$ cat src/rtl/fifo_wr_arbiter.sv
// Round-robin arbiter that shares one synchronous FIFO write port among NUM_REQ producers.
// A grant is held for up to MAX_BURST accepted beats or until the granted producer goes idle.
module fifo_wr_arbiter #(
  parameter  int NUM_REQ    = 4,
  parameter  int DATA_WIDTH = 8,
  parameter  int MAX_BURST  = 4,
  localparam int ID_WIDTH   = (NUM_REQ > 1) ? $clog2(NUM_REQ) : 1
) (
  input  logic                          clk,
  input  logic                          reset,
  input  logic [NUM_REQ-1:0]            req_valid,
  input  logic [NUM_REQ*DATA_WIDTH-1:0] req_data,
  output logic [NUM_REQ-1:0]            req_ready,
  input  logic                          fifo_full,
  output logic                          fifo_wr_en,
  output logic [DATA_WIDTH-1:0]         fifo_wdata,
  output logic                          grant_valid,
  output logic [ID_WIDTH-1:0]           grant_id
);

  localparam int CNT_WIDTH = $clog2(MAX_BURST) + 1;

  localparam logic [0:0] ST_ARB   = 1'b0;
  localparam logic [0:0] ST_GRANT = 1'b1;

  logic [0:0]           state_q, state_d;
  logic [ID_WIDTH-1:0]  gnt_idx_q, gnt_idx_d;
  logic [ID_WIDTH-1:0]  last_idx_q, last_idx_d;
  logic [CNT_WIDTH-1:0] beat_cnt_q, beat_cnt_d;

  logic                 pick_found;
  logic [ID_WIDTH-1:0]  pick_idx;
  logic                 in_grant;
  logic                 gnt_req_valid;
  logic                 burst_done;

  function automatic logic [ID_WIDTH-1:0] wrap_idx(input int v);
    return ID_WIDTH'(v % NUM_REQ);
  endfunction

  // Round-robin pick: first valid requester strictly after the last served index.
  always_comb begin
    // NOTE: every variable gets a default before any branch so no latch is inferred.
    pick_found = 1'b0;
    pick_idx   = '0;
    for (int off = 1; off <= NUM_REQ; off++) begin
      if (!pick_found && req_valid[wrap_idx(int'(last_idx_q) + off)]) begin
        pick_found = 1'b1;
        pick_idx   = wrap_idx(int'(last_idx_q) + off);
      end
    end
  end

  assign in_grant      = (state_q == ST_GRANT);
  assign gnt_req_valid = req_valid[gnt_idx_q];
  assign burst_done    = (beat_cnt_q == CNT_WIDTH'(MAX_BURST - 1));

  always_comb begin
    req_ready   = '0;
    fifo_wr_en  = 1'b0;
    fifo_wdata  = '0;
    grant_valid = 1'b0;
    grant_id    = '0;
    if (in_grant) begin
      req_ready[gnt_idx_q] = ~fifo_full;
      fifo_wr_en           = gnt_req_valid & ~fifo_full;
      fifo_wdata           = req_data[gnt_idx_q*DATA_WIDTH +: DATA_WIDTH];
      grant_valid          = 1'b1;
      grant_id             = gnt_idx_q;
    end
  end

  always_comb begin
    state_d    = state_q;
    gnt_idx_d  = gnt_idx_q;
    last_idx_d = last_idx_q;
    beat_cnt_d = beat_cnt_q;
    case (state_q)
      ST_ARB: begin
        if (pick_found) begin
          gnt_idx_d  = pick_idx;
          beat_cnt_d = '0;
          state_d    = ST_GRANT;
        end
      end
      ST_GRANT: begin
        // A full FIFO with valid held is a stall: nothing changes, beats are not counted.
        if (!gnt_req_valid) begin
          state_d    = ST_ARB;
          last_idx_d = gnt_idx_q;
        end else if (fifo_wr_en) begin
          beat_cnt_d = beat_cnt_q + 1'b1;
          if (burst_done) begin
            state_d    = ST_ARB;
            last_idx_d = gnt_idx_q;
          end
        end
      end
      default: state_d = ST_ARB;
    endcase
  end

  always_ff @(posedge clk) begin
    // NOTE: sequential state uses non-blocking assignments so all registers update together.
    if (reset) begin
      state_q    <= ST_ARB;
      gnt_idx_q  <= '0;
      last_idx_q <= ID_WIDTH'(NUM_REQ - 1);
      beat_cnt_q <= '0;
    end else begin
      state_q    <= state_d;
      gnt_idx_q  <= gnt_idx_d;
      last_idx_q <= last_idx_d;
      beat_cnt_q <= beat_cnt_d;
    end
  end

endmodule

$ cat config.mk
export PLATFORM = sky130hd
export DESIGN_NAME = fifo_wr_arbiter
export DESIGN_NICKNAME = d
export VERILOG_FILES = /design/src/rtl/fifo_wr_arbiter.sv
export SDC_FILE = /design/constraint.sdc
export NUM_CORES = 1
export LEC_CHECK = 0
export BUFFER_PORTS_ARGS = -buffer_cell sky130_fd_sc_hd__buf_2
export CORE_UTILIZATION = 30
export CTS_BUF_LIST = sky130_fd_sc_hd__clkbuf_4 sky130_fd_sc_hd__clkbuf_8
export DETAILED_ROUTE_END_ITERATION = 8
export PLACE_DENSITY = 0.71
export REMOVE_ABC_BUFFERS = 1
export SLEW_MARGIN = 20
export SYNTH_ARGS = -nofsm -noshare
export SYNTH_HDL_FRONTEND = slang
export SYNTH_SLANG_ARGS = --single-unit
$ cat constraint.sdc
create_clock -name clk -period 1.8 [get_ports clk]
set_input_delay 0.36 -clock clk [delete_from_list [all_inputs] [get_ports clk]]
set_output_delay 0.36 -clock clk [all_outputs]
set_load 0.005 [all_outputs]
; ---- Word level (Yosys, flattened, before mapping)
; Index checks and enable logic that the tools add are counted.
[op_classes]
add_sub_neg = 5
order_cmp = 6
n_eq_ne = 6
shifts = 1
n_mux = 37
bitwise_logic = 4
reduce_logical = 10
[ops]
columns = cell, n
row1 = $shiftx A32 B6 Y8, 1
row2 = $mux W1, 16
row3 = $mux W2, 8
row4 = $lt A2 B3 Y1 const B, 5
row5 = $bmux W1 S2, 5
row6 = $mux W3, 3
row7 = $mux W8, 1
row8 = $ne A2 B2 Y1 const B, 3
row9 = $pmux W3 S2, 1
row10 = $reduce_and A3 Y1, 2
row11 = $add A2 B1 Y2 const B, 2
row12 = $add A2 B2 Y2 const B, 2
row13 = $and A4 B4 Y4, 1
row14 = $logic_and A1 B1 Y1, 4
row15 = $mux W4, 1
row16 = $ne A2 B1 Y1 const B, 2
row17 = $add A3 B1 Y3 const B, 1
row18 = $eq A3 B2 Y1 const B, 1
row19 = $logic_not A1 Y1, 3
row20 = $demux W1 S2, 1
row21 = $ge A2 B1 Y1 const B, 1
row22 = $not A1 Y1, 2
row23 = $pmux W1 S2, 1
row24 = $reduce_and A2 Y1, 1
row25 = $and A1 B1 Y1, 1
[word_totals]
regBits = 8
input_bits = 39
out_inout_bits = 16
wordCells = 73

; ---- Depth between registers and ports, before layout
[logic_depth]
word_depth = 15
mapped_depth = 6
mapped_depth_nobuf = 6

; ---- Worst setup path after synthesis
; OpenSTA, ideal clock, no wires.
[synth_timing]
path_kind = reg-to-output
from = reg gnt_idx_q[0]
to = out fifo_wdata[5]
arrival_ps = 1290
required_time_ps = 1440
setup_slack_ps = 150
stages_incl_launch_ff = 5
path_buffers = 2
path_cell_list = dfxtp_1 -> buf_6 -> buf_2 -> mux4_2 -> and2_1
[synth_via]
elab_chain_len = 2
[synth_lines]
columns = element, line
row1 = start: declaration, 27  ; logic [ID_WIDTH-1:0] gnt_idx_q, gnt_idx_d;
row2 = start signal: assignment, 112  ; gnt_idx_q <= gnt_idx_d;
row3 = $shiftx A32 B6 Y8, 67  ; fifo_wdata = req_data[gnt_idx_q*DATA_WIDTH +: DATA_WIDTH];
row4 = $mux W8, 64  ; if (in_grant) begin
row5 = end: declaration, 16  ; output logic [DATA_WIDTH-1:0] fifo_wdata,
; No other way between the ends.

; ---- Worst setup path in the final report
[layout_timing]
from = reg gnt_idx_q[0]
to = out fifo_wdata[4]
; Same word-level chain as after synthesis.

==> impl_metrics.yaml <==
logic_synthesis:
  ys_top_cells_by_area: "dfxtp_1 (19%), mux4_2 (19%), and2_1 (7.5%)"
  seq_area_frac_synth: 0.191
  yosys.area.top_type_share: 0.191
  yosys.cell_types.count: 32
  yosys.area.top_type: "dfxtp_1"
  syn_area_um2: 838
  syn_inst: 93
  ys_seq_elements: 8
  syn_avg_cell_area_um2: 9.01
  yosysWarnings: 0
setup_path:
  crit_path_top_delay_cell: "mux4_2"
  path_cells: "buf_6 > mux4_2 > and2_4 > buf_6"
  path_max_fanout: 7
  cp_slowest_stage_delay_ns: 0.50
  critPathArrivalTime_ns: 1.48
  required_ns: 1.44
  cp_common_cell: "buf_6"
  path_class: "reg -> out"
  startpoint_type: "flop"
  critPathCaptureType: "output pin"
detailed_routing:
  routedWlPerCell_um: 12.1
  first_pass_iters: 5
  num_vias: 925
  totalWireLength_um: 2220
  drt.antenna.violating_nets: 0
  drtIter0Drc: 9
  viasPerCell: 5.05
  remaining_drc_errors: 0
worst_hold_path:
  hold_class: "in -> reg"
run_status:
  run_status: "finished with violations"
  violations: "negative setup slack"
die:
  start_util: 0.327
  rows: 18
  die-area_um2: 3010
  io_pins: 55
  die_w_um: 54.9
  dieHeight_um: 54.9
  core_area_um2: 2570
grt:
  grt_antenna_before_repair: 0
  grtUsageTotal: 0.143
  grt_pass1_wl_um: 3090
  overflow: 0
  first_global_vias: 758
  grt_start_max_net_pins: 18
finish:
  final_cell_mix: "buf_2 (51), nor2_1 (12), mux4_2 (9), buf_4 (8)"
  fillCellCount: 245
  fin_nets: 196
  final_common_cell: "buf_2"
  drive_gt1_frac: 0.556
  n_antenna_cell: 0
  area_growth_pct: 46.9
  utilization: 0.480
place:
  io_buffers: 54
  place.detailed.hpwl_um: 1740
  dp_slack_ns: 0.0523
  gp_congestion: 0.754
timing:
  timing.final.ws_setup_ns: -0.0420
  slew_viol_final: 0
  holdWs_ns: 0.423
  rsz0062_at_grt: "yes"
  fin_crit_sh: 1.02
  clock_skew_ns: 0.00304
  tightest_slew_ns: 0.435
  finalSetupViolCount: 9
  hold_viol: 0
  fmax_ghz: 0.543
  period_needed_ns: 1.84
  relSlewSlack: 0.707
  fin_setup_tns_ns: -0.182
power:
  power_per_cell_area_nw_per_um2: 565
  design_power_total_w: 0.000696
  irDropWorstVdd_uv: 260
  p_leak_nw: 0.601
cts:
  clock-sinks: 8
  cts_tree: "built"
  clk_pin_slew_ns: 0.05
  root_buffer: "clkbuf_4"
  htree_levels: 1
  clockBufferDepth: 2
  cts_buffers: 3
  hold_buffers: 0
  clock_latency_ns: 0.25
job:
  max_cap_viol_count: 0
-- kinds of logic (layout without fill, tap and decap cells) --
logic type                 count (synthesis)  in the layout  share of synthesized area
and+or+nand+nor                           52             52                      0.342
muxes                                     13             13                      0.299
AOI/OAI and AO/OA                          9              9                     0.0761
buffers and inverters                      9             69                     0.0627
DFF                                        8              8                      0.191
adders and majority gates                  2              2                     0.0298
-- final timing paths --
check / slack (ns) / start / end / cells after the start
min: 0.42 / reset / beat_cnt_q[1]$_SDFFE_PP0P_ / 2
max: -0.04 / gnt_idx_q[0]$_SDFFE_PP0P_ / fifo_wdata[4] / 4
max reg2reg: 0.13 / gnt_idx_q[0]$_SDFFE_PP0P_ / beat_cnt_q[2]$_SDFFE_PP0P_ / 8
min reg2reg: 0.49 / beat_cnt_q[0]$_SDFFE_PP0P_ / beat_cnt_q[0]$_SDFFE_PP0P_ / 1
-- registers in the layout, indices dropped and copies added (netlist names) --
register	cells
beat_cnt_q	3
gnt_idx_q	2
in_grant	1
last_idx_q	2
-- Yosys cell counts --
| library cell | number |
|---|---|
| o31ai_1 | 1 |
| nor3_1 | 3 |
| a21oi_1 | 4 |
| inv_1 | 1 |
| nand2b_1 | 4 |
| ha_1 | 2 |
| nor4_1 | 2 |
| nand3_1 | 1 |
| or3_1 | 2 |
| nor2b_1 | 3 |
| nand2_2 | 1 |
| buf_2 | 2 |
| dfxtp_1 | 8 |
| mux4_2 | 7 |
| mux2i_1 | 4 |
| nor3b_1 | 4 |
| inv_2 | 1 |
| clkbuf_1 | 2 |
| a31oi_1 | 1 |
| nand2_1 | 5 |
| nand3b_1 | 1 |
| or2_2 | 1 |
| a311oi_1 | 1 |
| o41ai_2 | 1 |
| clkbuf_2 | 1 |
| buf_6 | 2 |
| and3_1 | 2 |
| o21ai_0 | 1 |
| and2_1 | 10 |
| mux4_1 | 2 |
| nor2_1 | 12 |
| nand4b_1 | 1 |
-- routing by layer --
metal,track usage,up-vias,share of wire
met4,0.0641,0,0.011
met2,0.267,52,0.49
li1,-,459,-
met5,0,-,0
met3,0.0250,2,0.10
met1,0.152,412,0.40
-- through the flow --
| step | instances | cell area, um^2 |
|---|---|---|
| finish | 183 | 1230 |
| global route | 183 | 1230 |
| CTS | 182 | 1190 |
| detailed placement | 177 | 1150 |
| global placement | 177 | 1150 |
| floorplan | 86 | 793 |
-- critical path: cells and delay by family, from the launching register on --
family | cells | cell delay [ns]
DFF | 1 | 0.34
buffers and inverters | 2 | 0.23
muxes | 1 | 0.50
and+or+nand+nor | 1 | 0.15
-- repair_timing --
action | CTS | global route
buffers inserted | 2 | 1
endpoints found under the hold margin | 0 | 0
resized for setup | 5 | 7
endpoints found under the setup margin | 9 | 11
pin swaps | 6 | 1
-- power breakdown --
group	internal (W)	leakage [nW]	switching (W)
clock	0.0000762	0.0138	0.0000596
combinational	0.000206	0.521	0.000142
sequential	0.000194	0.0661	0.0000178
total	0.000477	0.601	0.000220
-- area by class of cell --
type                    count  area [um^2]  share of cell area
repair buffers             64          372               0.302
inverters                   2         7.51             0.00610
multi-input cells          76          631               0.512
flip-flops and latches      8          161               0.131
well taps                  30         37.5              0.0305
clock buffers               3         22.5              0.0183
Power figures use the tool's default switching activity.
